$ cat src/rtl/mult_arb_pkg.sv
// Shared types and helpers for the multiplier arbiter: FSM state encoding,
// default operand widths and an index-width helper.
package mult_arb_pkg;

  typedef enum logic [2:0] {
    IDLE      = 3'd0,
    LAUNCH    = 3'd1,
    WAIT_BUSY = 3'd2,
    WAIT_DONE = 3'd3,
    RESP      = 3'd4
  } arb_state_e;

  localparam int MBITS_DEF = 16;
  localparam int NBITS_DEF = 16;

  // Index width for n items; never less than one bit.
  function automatic int idw(input int n);
    return (n <= 1) ? 1 : $clog2(n);
  endfunction

endpackage

$ cat src/rtl/mult_arbiter_rr_pick.sv
// Combinational round-robin select: first set request at or after ptr,
// wrapping from NREQ-1 back to 0.
module rr_pick
  import mult_arb_pkg::*;
#(
  parameter int NREQ = 4,
  parameter int IW   = idw(NREQ)
) (
  input  logic [NREQ-1:0] req,
  input  logic [IW-1:0]   ptr,
  output logic [NREQ-1:0] win,
  output logic [IW-1:0]   win_id,
  output logic            any
);

  logic [IW-1:0] sel;

  always_comb begin
    win    = '0;
    win_id = '0;
    any    = 1'b0;
    sel    = '0;
    for (int k = 0; k < NREQ; k++) begin
      sel = IW'((int'(ptr) + k) % NREQ);
      if (!any && req[sel]) begin
        any      = 1'b1;
        win[sel] = 1'b1;
        win_id   = sel;
      end
    end
  end

endmodule

$ cat src/rtl/mult_arbiter.sv
// Round-robin front end sharing one sequential multiplier among NREQ clients;
// grants one request at a time and returns the tagged product or a timeout.
//
// state     | meaning
// ----------+-----------------------------------------------------------
// IDLE      | multiplier free: pick a winner, latch operands, pulse gnt
// LAUNCH    | register mult_start for one cycle, arm the watchdog
// WAIT_BUSY | waiting for the multiplier to raise busy
// WAIT_DONE | waiting for busy to fall, then capture the product
// RESP      | rsp_valid pulse; response fields hold afterwards
module mult_arbiter
  import mult_arb_pkg::*;
#(
  parameter int NREQ    = 4,
  parameter int MBITS   = MBITS_DEF,
  parameter int NBITS   = NBITS_DEF,
  parameter int TIMEOUT = 63
) (
  input  logic                     clk,
  input  logic                     rst_n,
  input  logic [NREQ-1:0]          req,
  input  logic [NREQ*MBITS-1:0]    req_mpd,
  input  logic [NREQ*NBITS-1:0]    req_mpr,
  output logic [NREQ-1:0]          gnt,
  output logic                     rsp_valid,
  output logic [idw(NREQ)-1:0]     rsp_id,
  output logic [MBITS+NBITS-1:0]   rsp_prod,
  output logic                     rsp_err,
  output logic [MBITS-1:0]         mult_mpd,
  output logic [NBITS-1:0]         mult_mpr,
  output logic                     mult_start,
  input  logic                     mult_busy,
  input  logic [MBITS+NBITS-1:0]   mult_prod
);

  localparam int IW  = idw(NREQ);
  localparam int PW  = MBITS + NBITS;
  localparam int WDW = idw(TIMEOUT);
  // Down-counter armed so that it reaches zero in the TIMEOUT-th wait cycle.
  localparam logic [WDW-1:0] WDOG_LOAD = WDW'(TIMEOUT - 1);

  arb_state_e       state_q, state_d;
  logic [IW-1:0]    ptr_q, ptr_d;
  logic [IW-1:0]    cur_id_q, cur_id_d;
  logic [NREQ-1:0]  gnt_q, gnt_d;
  logic             start_q, start_d;
  logic [MBITS-1:0] mpd_q, mpd_d;
  logic [NBITS-1:0] mpr_q, mpr_d;
  logic [WDW-1:0]   wdog_q, wdog_d;
  logic             rsp_valid_q, rsp_valid_d;
  logic [IW-1:0]    rsp_id_q, rsp_id_d;
  logic [PW-1:0]    rsp_prod_q, rsp_prod_d;
  logic             rsp_err_q, rsp_err_d;

  logic [NREQ-1:0]  pick_win;
  logic [IW-1:0]    pick_id;
  logic             pick_any;

  rr_pick #(.NREQ(NREQ), .IW(IW)) u_pick (
    .req    (req),
    .ptr    (ptr_q),
    .win    (pick_win),
    .win_id (pick_id),
    .any    (pick_any)
  );

  always_comb begin
    state_d     = state_q;
    ptr_d       = ptr_q;
    cur_id_d    = cur_id_q;
    gnt_d       = '0;
    start_d     = 1'b0;
    mpd_d       = mpd_q;
    mpr_d       = mpr_q;
    wdog_d      = wdog_q;
    rsp_valid_d = 1'b0;
    rsp_id_d    = rsp_id_q;
    rsp_prod_d  = rsp_prod_q;
    rsp_err_d   = rsp_err_q;

    case (state_q)
      IDLE: begin
        if (!mult_busy && pick_any) begin
          gnt_d    = pick_win;
          cur_id_d = pick_id;
          mpd_d    = req_mpd[pick_id*MBITS +: MBITS];
          mpr_d    = req_mpr[pick_id*NBITS +: NBITS];
          ptr_d    = (pick_id == IW'(NREQ - 1)) ? '0 : pick_id + 1'b1;
          state_d  = LAUNCH;
        end
      end
      LAUNCH: begin
        start_d = 1'b1;
        wdog_d  = WDOG_LOAD;
        state_d = WAIT_BUSY;
      end
      WAIT_BUSY: begin
        if (wdog_q != '0) wdog_d = wdog_q - 1'b1;
        if (mult_busy) begin
          state_d = WAIT_DONE;
        end else if (wdog_q == '0) begin
          rsp_valid_d = 1'b1;
          rsp_id_d    = cur_id_q;
          rsp_prod_d  = '0;
          rsp_err_d   = 1'b1;
          state_d     = RESP;
        end
      end
      WAIT_DONE: begin
        if (wdog_q != '0) wdog_d = wdog_q - 1'b1;
        // A finished product wins over a watchdog expiring in the same cycle.
        if (!mult_busy) begin
          rsp_valid_d = 1'b1;
          rsp_id_d    = cur_id_q;
          rsp_prod_d  = mult_prod;
          rsp_err_d   = 1'b0;
          state_d     = RESP;
        end else if (wdog_q == '0) begin
          rsp_valid_d = 1'b1;
          rsp_id_d    = cur_id_q;
          rsp_prod_d  = '0;
          rsp_err_d   = 1'b1;
          state_d     = RESP;
        end
      end
      RESP: begin
        state_d = IDLE;
      end
      default: begin
        state_d = IDLE;
      end
    endcase
  end

  always_ff @(posedge clk or negedge rst_n) begin
    if (!rst_n) begin
      state_q     <= IDLE;
      ptr_q       <= '0;
      cur_id_q    <= '0;
      gnt_q       <= '0;
      start_q     <= 1'b0;
      mpd_q       <= '0;
      mpr_q       <= '0;
      wdog_q      <= '0;
      rsp_valid_q <= 1'b0;
      rsp_id_q    <= '0;
      rsp_prod_q  <= '0;
      rsp_err_q   <= 1'b0;
    end else begin
      state_q     <= state_d;
      ptr_q       <= ptr_d;
      cur_id_q    <= cur_id_d;
      gnt_q       <= gnt_d;
      start_q     <= start_d;
      mpd_q       <= mpd_d;
      mpr_q       <= mpr_d;
      wdog_q      <= wdog_d;
      rsp_valid_q <= rsp_valid_d;
      rsp_id_q    <= rsp_id_d;
      rsp_prod_q  <= rsp_prod_d;
      rsp_err_q   <= rsp_err_d;
    end
  end

  assign gnt        = gnt_q;
  assign mult_start = start_q;
  assign mult_mpd   = mpd_q;
  assign mult_mpr   = mpr_q;
  assign rsp_valid  = rsp_valid_q;
  assign rsp_id     = rsp_id_q;
  assign rsp_prod   = rsp_prod_q;
  assign rsp_err    = rsp_err_q;

endmodule

$ cat config.mk
export PLATFORM = sky130hd
export DESIGN_NAME = mult_arbiter
export DESIGN_NICKNAME = d
export VERILOG_FILES = /design/src/rtl/mult_arb_pkg.sv /design/src/rtl/mult_arbiter_rr_pick.sv /design/src/rtl/mult_arbiter.sv
export SDC_FILE = /design/constraint.sdc
export NUM_CORES = 1
export LEC_CHECK = 0
export ABC_AREA = 1
export ABC_CLOCK_PERIOD_IN_PS = 6320
export CAP_MARGIN = 30
export CORE_MARGIN = 1.5
export CORE_UTILIZATION = 35
export DETAILED_ROUTE_END_ITERATION = 8
export GPL_ROUTABILITY_DRIVEN = 0
export PLACE_DENSITY = 0.74
export SLEW_MARGIN = 20
export SYNTH_ARGS = -nofsm -noshare
export SYNTH_HDL_FRONTEND = slang
export SYNTH_HIERARCHICAL = 1
export SYNTH_SLANG_ARGS = --single-unit
export TNS_END_PERCENT = 50
$ cat constraint.sdc
create_clock -name clk -period 6.32 [get_ports clk]
set_input_delay 0.632 -clock clk [delete_from_list [all_inputs] [get_ports clk]]
set_output_delay 0.632 -clock clk [all_outputs]
set_load 0.005 [all_outputs]
==> impl_metrics.json <==
{
  "max_slew.worst_pin.slew_ns": 0.924,
  "finalPower_mw": 4.04,
  "path_max_fanout": 26,
  "clock-sinks": 86,
  "fp.dieH_um": 122,
  "ys_ff_latch": 86,
  "pwr-share-seq_pct": 23.8,
  "synthTopCellsByArea": "dfrtp_1, nand2_1, o21ai_0, nor2_1, nand3_1",
  "fin_setup_tns_ns": 0,
  "cts_max_level": 3,
  "multi_input_area_um2": 2450,
  "post-cts-setup-buffers": 0,
  "hold_viol": 0,
  "fin_nets": 1097,
  "min_period_over_period_pct": 65.1,
  "cts_hold_buf": 0,
  "yosys_warnings": 6,
  "critPathArrivalTime_ns": 4.34,
  "syn2layout_area_growth_pct": 55.8,
  "finalSetupViolations": 0,
  "place_inst": 1092,
  "regArea_um2": 2150,
  "dp_hpwl_um": 11500,
  "hold_class": "input pin to asynchronous set/reset pin",
  "cp_common_cell": "nand2_1",
  "comb_power_share_pct": 61.1,
  "drive_above_1_share_pct": 4.85,
  "path_cells": "inv_2, ha_1, inv_1, nand3_1, nand2_1, nor2_1, a21oi_1, nand3_1, inv_1, buf_4, nor2_1, o21ai_0, o21ai_1, nand2_1, nand2_1",
  "rsz0062_at_grt": "no",
  "port_buffers": 239,
  "pwr_density_cell_nw_per_um2": 520,
  "root_buffer": "clkbuf_16",
  "viasPerCell": 4.85,
  "grt_pass1_wl_um": 24800,
  "worst_setup_path_end_kind": "flop",
  "placed_cell_area_um2": 7410,
  "dp_worst_setup_slack_ns": 2.18,
  "cp-start-kind": "flop",
  "io_pins": 240,
  "maxSlewViolCount": 0,
  "design_area_um2": 7760,
  "dieArea_um2": 15000,
  "cts_tree": "done",
  "n_fill_cell": 1293,
  "fin_cells": 1110,
  "first_pass_iters": 5,
  "synth_top_cell_area_share_pct": 43.2,
  "crit_path_start": "ptr_q[0]",
  "crit_slowest_cell": "inv_1",
  "p_int_mw": 2.22,
  "core_area_um2": 13900,
  "synth_area_um2": 4980,
  "cp_data_required_time_ns": 6.54,
  "clk_pin_slew_ns": 0.06,
  "numCtsBuffers": 9,
  "timing.final.ws_setup_ns": 2.21,
  "fin_skew_ns": 0.00565,
  "grt_antenna_before_repair": 1,
  "placementRows": 43,
  "layout_common_cells": "clkdlybuf4s50_1, nand2_1, nor2_1",
  "die_w_um": 122,
  "ys_types": 26,
  "ctsLongestPathBuffers": 2,
  "syn_inst": 707,
  "cts.repair.resized": 0,
  "hold_ws_ns": 0.261,
  "drt_iter0_drc": 278,
  "syn_nets": 881,
  "wl_per_cell_um": 14.2,
  "vias": 5378,
  "switching_share_pct": 45.1,
  "worst-setup-path-type": "flop to flop",
  "postLayoutCoreUtil_pct": 55.9,
  "drc_errors": 0,
  "overflow": 0,
  "grt_pass1_vias": 5032,
  "clock_power_share_pct": 15.2,
  "outcome": "finished clean",
  "synth.avg_cell_area_um2": 7.05,
  "p_leak_nw": 3.67,
  "clock_latency_ns": 0.34,
  "cp_slowest_stage_delay_ns": 0.81,
  "fmax_mhz": 243,
  "slew_headroom_pct": 38.2,
  "rr_startpoint": "ptr_q[0]",
  "period_needed_ns": 4.11,
  "ir_drop_uv": 254,
  "ant_nets": 0,
  "power_switching_mw": 1.82,
  "grt_max_degree": 56,
  "grt_use_total_pct": 21.0,
  "seq_area_frac_synth_pct": 43.2,
  "cap_violations": 0,
  "mostFrequentLayoutCell": "clkdlybuf4s50_1",
  "synth_area_leader_cell": "dfrtp_1",
  "start_util_pct": 35.9,
  "drt-total-wl_um": 15700
}
## power by group through the flow
stage	Combinational [mW]	Clock [mW]	Sequential (mW)
global route	2.79	0.656	0.989
floorplan	1.62	0	0.967
finish	2.47	0.613	0.960
CTS	2.48	0.628	0.959
global placement	2.44	0	0.954
detailed placement	2.47	0	0.962
## synth_stat cells (all sizes together)
cell and n:
a21boi 4, a21oi 11, buf 28, clkbuf 9
dfrtp 86, ha 7, inv 45, nand2 248
nand3 62, nand3b 1, nand4 7, nor2 96
o211ai 1, o21a 1, o21ai 101
## cells by family after synthesis
kind of cell             Yosys count  share of synthesized area (%)
AND/OR/NAND/NOR                  414                           35.2
AO/OA/AOI/OAI                    118                           12.2
flip-flops                        86                           43.2
buffers and inverters             82                           7.73
adder cells (fa/ha/maj)            7                           1.76
## sequential cells by signal, summed over array words and instances, names as in the netlist
name / cells
ptr_q: 2
mult_mpd: 16
mult_start: 1
rsp_prod: 32
wdog_q: 6
cur_id_q: 2
state_q: 3
rsp_id: 2
rsp_err: 1
mult_mpr: 16
gnt: 4
rsp_valid: 1
## worst paths after layout
kind / to / slack, ns / cells past startpoint
worst min-delay path: rsp_prod[24] / 0.26 / 1
worst min register to register: mult_mpr[13] / 0.48 / 2
worst max register to register: mult_mpr[7] / 2.21 / 15
max in group asynchronous: rsp_prod[11] / 5.05 / 2
worst max-delay path: mult_mpr[7] / 2.21 / 15
min in group clk: mult_mpr[13] / 0.48 / 2
## critical path: cells and delay by family (launching register included)
family	cells	cell delay, ns
and+or+nand+nor	7	1.15
buffers and inverters	4	1.53
DFF	1	0.55
AOI/OAI and AO/OA	3	0.34
adders and majority gates	1	0.41
## area by class of cell
| class | instances | share of cell area (%) |
|---|---|---|
| antenna | 2 | 0.0645 |
| clock buffer | 9 | 2.90 |
| clock inverter | 7 | 1.55 |
| inverter | 45 | 2.24 |
| multi-input combinational | 539 | 31.6 |
| sequential | 86 | 27.7 |
| tap | 180 | 2.90 |
| timing repair buffer | 242 | 31.1 |
## routing by layer
| metal | wire length, um | share of wire [%] | global-route usage, % | up-vias |
|---|---|---|---|---|
| met5 | 0 | 0 | 0 | - |
| met4 | 421 | 2.7 | 7.34 | 0 |
| met3 | 1450 | 9.2 | 6.78 | 24 |
| met2 | 7510 | 48 | 35.3 | 230 |
| met1 | 6340 | 40 | 25.2 | 2434 |
| li1 | - | - | - | 2690 |
(Power assumes the default switching activity.)
